`config.mk`:
```
export PLATFORM = sky130hd
export DESIGN_NAME = cyclic_decoder_flat
export DESIGN_NICKNAME = d
export VERILOG_FILES = /design/src/rtl/cyclic_decoder_if.sv /design/src/rtl/cyclic_decoder.sv /design/src/flat_wrapper.sv
export SDC_FILE = /design/constraint.sdc
export NUM_CORES = 1
export LEC_CHECK = 0
export BUFFER_PORTS_ARGS = -buffer_cell sky130_fd_sc_hd__buf_4
export CAP_MARGIN = 40
export CORE_MARGIN = 4
export CORE_UTILIZATION = 50
export CTS_CLUSTER_SIZE = 40
export DETAILED_ROUTE_END_ITERATION = 12
export PLACE_DENSITY_LB_ADDON = 0.2
export SLEW_MARGIN = 20
export SYNTH_ARGS = -nofsm -noshare
export SYNTH_HDL_FRONTEND = slang
export SYNTH_SLANG_ARGS = --single-unit
```
`constraint.sdc`:
```
create_clock -name clk -period 3 [get_ports clk]
set_input_delay 0.6 -clock clk [delete_from_list [all_inputs] [get_ports clk]]
set_output_delay 0.6 -clock clk [all_outputs]
set_load 0.01 [all_outputs]
```
`src/rtl/cyclic_decoder_if.sv`:
```
// ---------------------------------------------------------------------------
// cyclic_decoder_if
// Handshake/bus bundle between a producer of received codewords and the
// cyclic_decoder, plus the result path towards the data consumer.
//
//   g                 generator coefficients x^0..x^(M-1), x^M implied
//   code_in           received word, [N-1:M] data, [M-1:0] parity
//   in_valid/in_ready input handshake
//   code_out          corrected codeword
//   data_out          data field of code_out
//   err_pos           index of the corrected bit
//   err_corrected     a single-bit error was fixed
//   err_uncorrectable nonzero syndrome matching no single-bit pattern
//   out_valid/out_ready result handshake
//   syndrome_out      final syndrome (only with CYCLIC_DECODER_SYNDROME_OUT_EN)
//
// Modports: slave = decoder side, master = producer/consumer side.
// ---------------------------------------------------------------------------
interface cyclic_decoder_if #(
  parameter int N  = 15,
  parameter int K  = 5,
  parameter int M  = N - K,
  parameter int PW = $clog2(N)
) ();
  logic [M-1:0]  g;
  logic [N-1:0]  code_in;
  logic          in_valid;
  logic          in_ready;
  logic [N-1:0]  code_out;
  logic [K-1:0]  data_out;
  logic [PW-1:0] err_pos;
  logic          err_corrected;
  logic          err_uncorrectable;
  logic          out_valid;
  logic          out_ready;
`ifdef CYCLIC_DECODER_SYNDROME_OUT_EN
  logic [M-1:0]  syndrome_out;
`endif

  modport slave (
    input  g, code_in, in_valid, out_ready,
    output in_ready, code_out, data_out, err_pos,
           err_corrected, err_uncorrectable, out_valid
`ifdef CYCLIC_DECODER_SYNDROME_OUT_EN
    , output syndrome_out
`endif
  );

  modport master (
    output g, code_in, in_valid, out_ready,
    input  in_ready, code_out, data_out, err_pos,
           err_corrected, err_uncorrectable, out_valid
`ifdef CYCLIC_DECODER_SYNDROME_OUT_EN
    , input syndrome_out
`endif
  );
endinterface

```
`src/rtl/cyclic_decoder.sv`:
```
// ---------------------------------------------------------------------------
// cyclic_decoder
// Single-error-correcting decoder for systematic (N,K) cyclic codes.
// A received word is captured, its syndrome r(x) mod g(x) is formed serially
// (MSB first) in a generator LFSR, and a nonzero syndrome is matched against
// x^j mod g(x) for j = 0..N-1 to locate a single flipped bit.
//
// Ports:
//   clk    rising-edge clock
//   reset  synchronous, active-high reset
//   bus    cyclic_decoder_if.slave (input word/generator, result and status)
//
// Optional feature: define CYCLIC_DECODER_SYNDROME_OUT_EN to add
// bus.syndrome_out, the final syndrome held from DONE entry until the next
// syndrome computation completes.
// ---------------------------------------------------------------------------
module cyclic_decoder #(
  parameter int N  = 15,
  parameter int K  = 5,
  parameter int M  = N - K,
  parameter int PW = $clog2(N)
) (
  input logic              clk,
  input logic              reset,
  cyclic_decoder_if.slave  bus
);

  typedef enum logic [1:0] {
    IDLE = 2'd0,
    SYND = 2'd1,
    SRCH = 2'd2,
    DONE = 2'd3
  } state_t;

  state_t        state_q, state_d;
  logic [N-1:0]  r_q, r_d;
  logic [M-1:0]  g_q, g_d;
  logic [M-1:0]  s_q, s_d;
  logic [M-1:0]  e_q, e_d;
  logic [PW-1:0] cnt_q, cnt_d;
  logic [PW-1:0] j_q, j_d;
  logic [N-1:0]  code_out_q, code_out_d;
  logic [PW-1:0] err_pos_q, err_pos_d;
  logic          err_corr_q, err_corr_d;
  logic          err_unc_q, err_unc_d;
`ifdef CYCLIC_DECODER_SYNDROME_OUT_EN
  logic [M-1:0]  syn_q, syn_d;
`endif

  logic          bit_s;
  logic [M-1:0]  s_next_s;
  logic [M-1:0]  e_next_s;

  // Received bits enter MSB first; the feedback tap folds x^M back through g.
  assign bit_s    = r_q[PW'(N-1) - cnt_q];
  assign s_next_s = {s_q[M-2:0], bit_s} ^ (s_q[M-1] ? g_q : {M{1'b0}});
  // Next error-locator candidate x^(j+1) mod g(x).
  assign e_next_s = {e_q[M-2:0], 1'b0} ^ (e_q[M-1] ? g_q : {M{1'b0}});

  // State register and datapath registers with synchronous reset.
  always_ff @(posedge clk) begin
    if (reset) begin
      state_q    <= IDLE;
      r_q        <= {N{1'b0}};
      g_q        <= {M{1'b0}};
      s_q        <= {M{1'b0}};
      e_q        <= {M{1'b0}};
      cnt_q      <= {PW{1'b0}};
      j_q        <= {PW{1'b0}};
      code_out_q <= {N{1'b0}};
      err_pos_q  <= {PW{1'b0}};
      err_corr_q <= 1'b0;
      err_unc_q  <= 1'b0;
`ifdef CYCLIC_DECODER_SYNDROME_OUT_EN
      syn_q      <= {M{1'b0}};
`endif
    end else begin
      state_q    <= state_d;
      r_q        <= r_d;
      g_q        <= g_d;
      s_q        <= s_d;
      e_q        <= e_d;
      cnt_q      <= cnt_d;
      j_q        <= j_d;
      code_out_q <= code_out_d;
      err_pos_q  <= err_pos_d;
      err_corr_q <= err_corr_d;
      err_unc_q  <= err_unc_d;
`ifdef CYCLIC_DECODER_SYNDROME_OUT_EN
      syn_q      <= syn_d;
`endif
    end
  end

  // Next-state and datapath update for the capture/syndrome/search sequence.
  always_comb begin
    state_d    = state_q;
    r_d        = r_q;
    g_d        = g_q;
    s_d        = s_q;
    e_d        = e_q;
    cnt_d      = cnt_q;
    j_d        = j_q;
    code_out_d = code_out_q;
    err_pos_d  = err_pos_q;
    err_corr_d = err_corr_q;
    err_unc_d  = err_unc_q;
`ifdef CYCLIC_DECODER_SYNDROME_OUT_EN
    syn_d      = syn_q;
`endif
    case (state_q)
      IDLE: begin
        if (bus.in_valid) begin
          r_d     = bus.code_in;
          g_d     = bus.g;
          s_d     = {M{1'b0}};
          cnt_d   = {PW{1'b0}};
          state_d = SYND;
        end else begin
          state_d = IDLE;
        end
      end
      SYND: begin
        s_d = s_next_s;
        if (cnt_q == PW'(N-1)) begin
          if (s_next_s == {M{1'b0}}) begin
            code_out_d = r_q;
            err_pos_d  = {PW{1'b0}};
            err_corr_d = 1'b0;
            err_unc_d  = 1'b0;
`ifdef CYCLIC_DECODER_SYNDROME_OUT_EN
            syn_d      = s_next_s;
`endif
            state_d    = DONE;
          end else begin
            e_d     = {{(M-1){1'b0}}, 1'b1};
            j_d     = {PW{1'b0}};
            state_d = SRCH;
          end
        end else begin
          cnt_d = cnt_q + PW'(1);
        end
      end
      SRCH: begin
        if (e_q == s_q) begin
          code_out_d = r_q ^ ({{(N-1){1'b0}}, 1'b1} << j_q);
          err_pos_d  = j_q;
          err_corr_d = 1'b1;
          err_unc_d  = 1'b0;
`ifdef CYCLIC_DECODER_SYNDROME_OUT_EN
          syn_d      = s_q;
`endif
          state_d    = DONE;
        end else if (j_q == PW'(N-1)) begin
          code_out_d = r_q;
          err_pos_d  = {PW{1'b0}};
          err_corr_d = 1'b0;
          err_unc_d  = 1'b1;
`ifdef CYCLIC_DECODER_SYNDROME_OUT_EN
          syn_d      = s_q;
`endif
          state_d    = DONE;
        end else begin
          e_d = e_next_s;
          j_d = j_q + PW'(1);
        end
      end
      DONE: begin
        if (bus.out_ready) begin
          state_d = IDLE;
        end else begin
          state_d = DONE;
        end
      end
      default: begin
        state_d = IDLE;
      end
    endcase
  end

  assign bus.in_ready          = (state_q == IDLE);
  assign bus.out_valid         = (state_q == DONE);
  assign bus.code_out          = code_out_q;
  assign bus.data_out          = code_out_q[N-1:M];
  assign bus.err_pos           = err_pos_q;
  assign bus.err_corrected     = err_corr_q;
  assign bus.err_uncorrectable = err_unc_q;
`ifdef CYCLIC_DECODER_SYNDROME_OUT_EN
  assign bus.syndrome_out      = syn_q;
`endif

endmodule

```
`src/flat_wrapper.sv`:
```
// flat-port wrapper written by rule: the top's interface ports become plain ports
module cyclic_decoder_flat 
#(
  parameter int N  = 15,
  parameter int K  = 5,
  parameter int M  = N - K,
  parameter int PW = $clog2(N)
)
  (clk, reset, bus_g, bus_code_in, bus_in_valid, bus_out_ready, bus_in_ready, bus_code_out, bus_data_out, bus_err_pos, bus_err_corrected, bus_err_uncorrectable, bus_out_valid);
  cyclic_decoder_if #(.N(N), .K(K), .M(M), .PW(PW)) bus_i ();
  input logic clk;
  input logic reset;
  input wire logic [$bits(bus_i.g)-1:0] bus_g;
  input wire logic [$bits(bus_i.code_in)-1:0] bus_code_in;
  input wire logic [$bits(bus_i.in_valid)-1:0] bus_in_valid;
  input wire logic [$bits(bus_i.out_ready)-1:0] bus_out_ready;
  output wire logic [$bits(bus_i.in_ready)-1:0] bus_in_ready;
  output wire logic [$bits(bus_i.code_out)-1:0] bus_code_out;
  output wire logic [$bits(bus_i.data_out)-1:0] bus_data_out;
  output wire logic [$bits(bus_i.err_pos)-1:0] bus_err_pos;
  output wire logic [$bits(bus_i.err_corrected)-1:0] bus_err_corrected;
  output wire logic [$bits(bus_i.err_uncorrectable)-1:0] bus_err_uncorrectable;
  output wire logic [$bits(bus_i.out_valid)-1:0] bus_out_valid;
  assign bus_i.g = bus_g;
  assign bus_i.code_in = bus_code_in;
  assign bus_i.in_valid = bus_in_valid;
  assign bus_i.out_ready = bus_out_ready;
  assign bus_in_ready = bus_i.in_ready;
  assign bus_code_out = bus_i.code_out;
  assign bus_data_out = bus_i.data_out;
  assign bus_err_pos = bus_i.err_pos;
  assign bus_err_corrected = bus_i.err_corrected;
  assign bus_err_uncorrectable = bus_i.err_uncorrectable;
  assign bus_out_valid = bus_i.out_valid;
  cyclic_decoder #(.N(N), .K(K), .M(M), .PW(PW)) u_core (.clk(clk), .reset(reset), .bus(bus_i));
endmodule
```
After elaboration in Yosys (flattened, before gate mapping):

Index checks and enable logic that the tools add are counted.

* bits in registers: 76
* input bits: 29
* word-level logic and storage cells: 87
* output and inout port bits: 28

* reductions and logical operators: 10
* add/subtract/negate cells: 3
* equal/unequal tests: 14
* $lt $le $gt $ge: 1
* multiplexer cells: 44
* shift-type cells: 1
* bitwise gates (word level): 3

Operators with widths (count)
* 2-to-1 mux 10 bit: 7
* 2-to-1 mux 15 bit: 4
* 2-to-1 mux 4 bit: 10
* one-hot mux 10 bit (2 select lines): 2
* one-hot mux 15 bit (2 select lines): 1
* one-hot mux 4 bit (2 select lines): 3
* bitwise XOR 10 bit: 2
* << shifter 1 x 4 -> 15 bit (first input constant): 1
* bitwise XOR 15 bit: 1
* == test 10 bit: 1
* logical NOT 10 bit: 1
* != test 2 bit (second input constant): 5
* 2-to-1 mux 1 bit: 9
* adder 4 x 1 -> 4 bit (second input constant): 2
* == test 4 bit (second input constant): 2
* 2-to-1 mux 2 bit: 4
* one-hot mux 2 bit (4 select lines): 1
* AND reduction 2 bit: 3
* less-than comparator 4 x 5 -> 1 bit (second input constant): 1
* AND reduction 5 bit: 1
* binary-select mux 1 bit (select 4 bit): 1
* == test 2 bit (second input constant): 2
* != test 2 x 1 -> 1 bit (second input constant): 2
* one-hot mux 1 bit (2 select lines): 2
* other kinds (7): 8

Longest topological paths before layout:

* word-level depth: 8
* depth in mapped cells: 11
* mapped depth without buffers: 9

Worst setup path after synthesis:

Ideal clock, no wire load.

* path type: register to register
* from: register u_core.cnt_q[0]
* to: register u_core.err_unc_q (netlist: u_core.bus.err_uncorrectable)
* setup time: 0.121 ns
* clock period less this slack: 2.570 ns
* data arrival time: 2.449 ns
* path slack: 0.430 ns
* cell stages (with the launch flop): 10
* path buffers: 1
* data required time: 2.879 ns
* cells stage by stage: dfxtp_1 buf_2 inv_1 ha_1 o21ai_0 o32ai_2 mux2i_2 o211ai_4 a21oi_2 mux2_4

* longest elaborated chain between the ends: 7
* elaborated cells on any way between the ends: 9
* classes of those cells: 1 x add/sub; 3 x eq/ne; 2 x mux; 1 x bitwise; 2 x reduce/logical

RTL lines
* from (decl): line cyclic_decoder.sv:40 `logic [PW-1:0] cnt_q, cnt_d;`
* from (signal assigned): line cyclic_decoder.sv:68 `cnt_q <= {PW{1'b0}};`
* from (signal assigned): line cyclic_decoder.sv:83 `cnt_q <= cnt_d;`
* subtractor 4 bit: line cyclic_decoder.sv:55 `assign bit_s = r_q[PW'(N-1) - cnt_q];`
* binary-select mux 1 bit (select 4 bit): line cyclic_decoder.sv:55
* 2-to-1 mux 1 bit (not written as such): line cyclic_decoder.sv:55
* bitwise XOR 10 bit: line cyclic_decoder.sv:56 `assign s_next_s = {s_q[M-2:0], bit_s} ^ (s_q[M-1] ? g_q : {M{1'b0}});`
* logical NOT 10 bit: line cyclic_decoder.sv:126 `if (s_next_s == {M{1'b0}}) begin`
* != test 2 x 1 -> 1 bit (no line)
* AND reduction 4 bit (no line) *
* to (signal assigned): line cyclic_decoder.sv:88 `err_unc_q <= err_unc_d;`
* to (decl): line cyclic_decoder.sv:45 `logic err_unc_q, err_unc_d;`

Mark *: on every way between the ends. The rest lies on a longest branch, timed or not. The select of a mux whose other input is x is not followed.
A chain may end at the register's enable or synchronous reset.

Worst setup path in the final report:

* from: register u_core.cnt_q[0]
* to: register u_core.j_q[3]

* longest elaborated chain between the ends: 7
* elaborated cells on any way between the ends: 9
* classes of those cells: 1 x add/sub; 3 x eq/ne; 2 x mux; 1 x bitwise; 2 x reduce/logical

RTL lines
* subtractor 4 bit: line cyclic_decoder.sv:55
* binary-select mux 1 bit (select 4 bit): line cyclic_decoder.sv:55
* 2-to-1 mux 1 bit (not written as such): line cyclic_decoder.sv:55
* bitwise XOR 10 bit: line cyclic_decoder.sv:56
* logical NOT 10 bit: line cyclic_decoder.sv:126
* != test 2 bit (no line)
* AND reduction 5 bit (no line) *
* to (signal assigned): line cyclic_decoder.sv:69 `j_q <= {PW{1'b0}};`
* to (signal assigned): line cyclic_decoder.sv:84 `j_q <= j_d;`
* to (decl): line cyclic_decoder.sv:41 `logic [PW-1:0] j_q, j_d;`

Marked as above.

==> flow_metrics.env <==
export IMPL_timing_hold_violations_final=0
export IMPL_vias=3717
export IMPL_clock_fmax_ghz=0.3830
export IMPL_critPathLaunchType="flop"
export IMPL_synth_top_cell_area_share_pct=35.22
export IMPL_timing_critical_path_fanout_max=14
export IMPL_design_area_um2=4972
export IMPL_floorplan_io_pins=57
export IMPL_area_fraction_in_compound_gates_after_synthesis_pct=19.92
export IMPL_num_antenna_cells=0
export IMPL_clock_root_buffer="sky130_fd_sc_hd__clkbuf_8"
export IMPL_cts_post_setup_buffers_inserted=0
export IMPL_gr_usage_all_layers_pct=20.62
export IMPL_criticalPathCategory="flop to flop"
export IMPL_timing_final_max_slew_violations=0
export IMPL_port_buffers=56
export IMPL_placedInstanceArea_um2=4742
export IMPL_synthAdderAreaFrac_pct=3.765
export IMPL_ys_types=50
export IMPL_yosys_top_cells_area="sky130_fd_sc_hd__dfxtp_1 35%, sky130_fd_sc_hd__xnor2_1 8.3%, sky130_fd_sc_hd__nand2_1 7.2%"
export IMPL_remaining_antenna_violation_count_after_routing=0
export IMPL_latest_clock_arrival_within_the_worst_skew_pair_ns=0.36
export IMPL_avgSynthCellArea_um2=8.183
export IMPL_run_status="finished, final reports clean"
export IMPL_die_height_um=101.0
export IMPL_synthesis_nets=570
export IMPL_drive_gt1_share_pct=19.29
export IMPL_max_cap_violations=0
export IMPL_floorplan_die_width_um=101.0
export IMPL_timing_worst_slew_pin_value_ns=0.7702
export IMPL_syn_warnings=0
export IMPL_dr_pass1_iters=5
export IMPL_synthFlopType="sky130_fd_sc_hd__dfxtp_1"
export IMPL_globalRouteMet1Util_pct=29.05
export IMPL_synth_largest_area_cell="sky130_fd_sc_hd__dfxtp_1"
export IMPL_synthArstFlopShare_pct=0
export IMPL_routed_wl_mm=9.919
export IMPL_first_global_vias=3558
export IMPL_drc=0
export IMPL_grt_overflow_total=0
export IMPL_synth_top_cells_by_count="83 x sky130_fd_sc_hd__nand2_1, 76 x sky130_fd_sc_hd__dfxtp_1, 46 x sky130_fd_sc_hd__a21oi_1"
export IMPL_cts_hold_fix_buffers=0
export IMPL_fp_row_count=33
export IMPL_cts_made_buffers=9
export IMPL_htreeDepth=3
export IMPL_cts_sinks=76
export IMPL_clk_pin_slew_worst_paths_ns=0.08
export IMPL_timing_final_setup_violations=0
export IMPL_yosys_mux_area_fraction_pct=3.620
export IMPL_tritoncts="yes"
export IMPL_clock_skew_ns=0.009822
export IMPL_critPathArrivalTime_ns=2.85
export IMPL_power_static_leakage_nw=1.852
export IMPL_drt_iter0_markers=234
export IMPL_yosysMostFrequentCell="sky130_fd_sc_hd__nand2_1"
export IMPL_busiest_layer="met2"
export IMPL_preCtsSetupSlack_ns=0.3534
export IMPL_grt_pass1_wl_mm=17.01
export IMPL_core_region_area_um2=8299
export IMPL_synth_xor_area_share_pct=10.31
export IMPL_netlist_instances=528
export IMPL_power_per_cell_area_nw_per_um2=736.4
export IMPL_worst_ir_drop_vdd_mv=0.3337
export IMPL_num_nets_final=602
export IMPL_endpoint_kind="flop"
export IMPL_floorplan_initialDensity_pct=52.06
export IMPL_synth_top_family_by_area="compound AO/OA/AOI/OAI gates"
export IMPL_detail_route_wl_per_cell_um=14.80
export IMPL_grt_start_max_net_pins=84
export IMPL_detail_route_vias_per_cell=5.548
export IMPL_grt_use_met3_pct=3.875
export IMPL_syn_area_um2=4320
export IMPL_max_slew_margin_rel_pct=48.53
export IMPL_fin_crit_ns=2.611
export IMPL_setup_ws_ns=0.3892
export IMPL_dpl_hpwl_mm=7.155
export IMPL_grt_met2_usage_pct=32.56
export IMPL_period_share_pct=87.03
export IMPL_synthToLayoutAreaGrowth_pct=15.09
export IMPL_simple_gate_area_share_of_the_yosys_netlist_pct=19.84
export IMPL_design_die_area_um2=10190
export IMPL_crit_required_ns=3.24
export IMPL_synth_edf_count=0
export IMPL_layout_filler_cells=766
export IMPL_rsz0062_at_grt="false"
export IMPL_routabilityCongestion=0.8237
export IMPL_hold_path_class="flop to flop"
export IMPL_yosysSeqAreaShare_pct=35.22
export IMPL_cts_repair_resize_count=0
export IMPL_clockBufferDepth=2
export IMPL_final_setup_tns_ns=0
export IMPL_grt_antenna_before_repair=0
export IMPL_ys_seq_elements=76
## power by group
group | switching, mW | internal [mW] | leakage (nW) | total (mW)
combinational | 0.851 | 0.644 | 1.13 | 1.49
sequential | 0.167 | 1.18 | 0.619 | 1.35
clock | 0.387 | 0.427 | 0.102 | 0.815
## worst paths after layout
kind	slack (ns)	depth (start not counted)	to	startpoint
hold reg to reg	0.46	2	u_core.bus.code_out[9]	u_core.bus.code_out[9]
setup / recovery	0.39	9	u_core.j_q[3]	u_core.cnt_q[0]
setup reg to reg	0.39	9	u_core.j_q[3]	u_core.cnt_q[0]
hold / removal	0.46	2	u_core.bus.code_out[9]	u_core.bus.code_out[9]
## cell type report
| type | instances | area [um2] | area share, % |
|---|---|---|---|
| Sequential cell | 76 | 1521 | 30.60 |
| Timing Repair Buffer | 69 | 538.0 | 10.82 |
| Inverter | 24 | 90.09 | 1.812 |
| Clock inverter | 4 | 47.55 | 0.9562 |
| Tap cell | 105 | 131.4 | 2.642 |
| Clock buffer | 12 | 155.1 | 3.120 |
| Multi-Input combinational cell | 380 | 2489 | 50.05 |
## metal layers
metal / share of wire, % / vias to the layer above / wire (um)
met5: 0 / - / 0
met3: 7.0 / 6 / 699
li1: - / 1872 / -
met1: 47 / 1744 / 4636
met2: 46 / 95 / 4516
met4: 0.67 / 0 / 66
## registers in the layout, indices dropped and copies added, names as in the netlist
signal                        flops
u_core.g_q                       10
u_core.s_q                       10
u_core.bus.err_pos                4
u_core.bus.err_corrected          1
u_core.bus.err_uncorrectable      1
u_core.cnt_q                      4
u_core.e_q                       10
u_core.state_q                    2
u_core.bus.code_out              15
u_core.r_q                       15
u_core.j_q                        4
## logic make-up (layout without fill, tap and decap cells)
kind of cell | count (synthesis) | in the layout
AO/OA/AOI/OAI | 126 | 126
multiplexers | 11 | 11
buffers and inverters | 72 | 109
XOR/XNOR | 50 | 50
flip-flops | 76 | 76
adder cells (fa/ha/maj) | 13 | 13
AND/OR/NAND/NOR | 180 | 180
## critical path, stage by stage (launching register included)
cell	delay, ns
sky130_fd_sc_hd__dfxtp_1	0.44
sky130_fd_sc_hd__inv_1	0.08
sky130_fd_sc_hd__ha_1	0.38
sky130_fd_sc_hd__mux4_2	0.31
sky130_fd_sc_hd__mux2i_1	0.21
sky130_fd_sc_hd__nor3_1	0.08
sky130_fd_sc_hd__a21o_1	0.21
sky130_fd_sc_hd__o211a_1	0.39
sky130_fd_sc_hd__o31ai_1	0.29
sky130_fd_sc_hd__a21oi_1	0.09
## layout by cell type, fill, tap and decap left out, types with 11 or more instances in the layout
| cell type | instances |
|---|---|
| sky130_fd_sc_hd__inv_1 | 24 |
| sky130_fd_sc_hd__buf_4 | 68 |
| sky130_fd_sc_hd__a211oi_1 | 22 |
| sky130_fd_sc_hd__nor2_1 | 23 |
| sky130_fd_sc_hd__a22oi_1 | 12 |
| sky130_fd_sc_hd__dfxtp_1 | 76 |
| sky130_fd_sc_hd__o21ai_0 | 17 |
| sky130_fd_sc_hd__xnor2_1 | 41 |
| sky130_fd_sc_hd__nand4_1 | 13 |
| sky130_fd_sc_hd__ha_1 | 13 |
| sky130_fd_sc_hd__nand3_1 | 19 |
| sky130_fd_sc_hd__a21oi_1 | 46 |
| sky130_fd_sc_hd__nand3b_1 | 11 |
| sky130_fd_sc_hd__nand2_1 | 83 |
| sky130_fd_sc_hd__nand2b_1 | 11 |
| sky130_fd_sc_hd__clkbuf_8 | 11 |
## metrics by stage
stage | std cells | total power, mW | hold WS [ns] | utilization (%)
final | 670 | 3.662 | 0.4594 | 59.91
after detailed placement | 653 | 2.874 | 0.4483 | 57.14
after global routing | 670 | 3.901 | 0.4749 | 59.91
after floorplan | 528 | 2.426 | 0.4494 | -
after CTS | 669 | 3.681 | 0.4610 | 59.58
after global placement | 653 | 2.844 | 0.4459 | 57.14
Note: power is estimated with default switching activity, not from simulation.
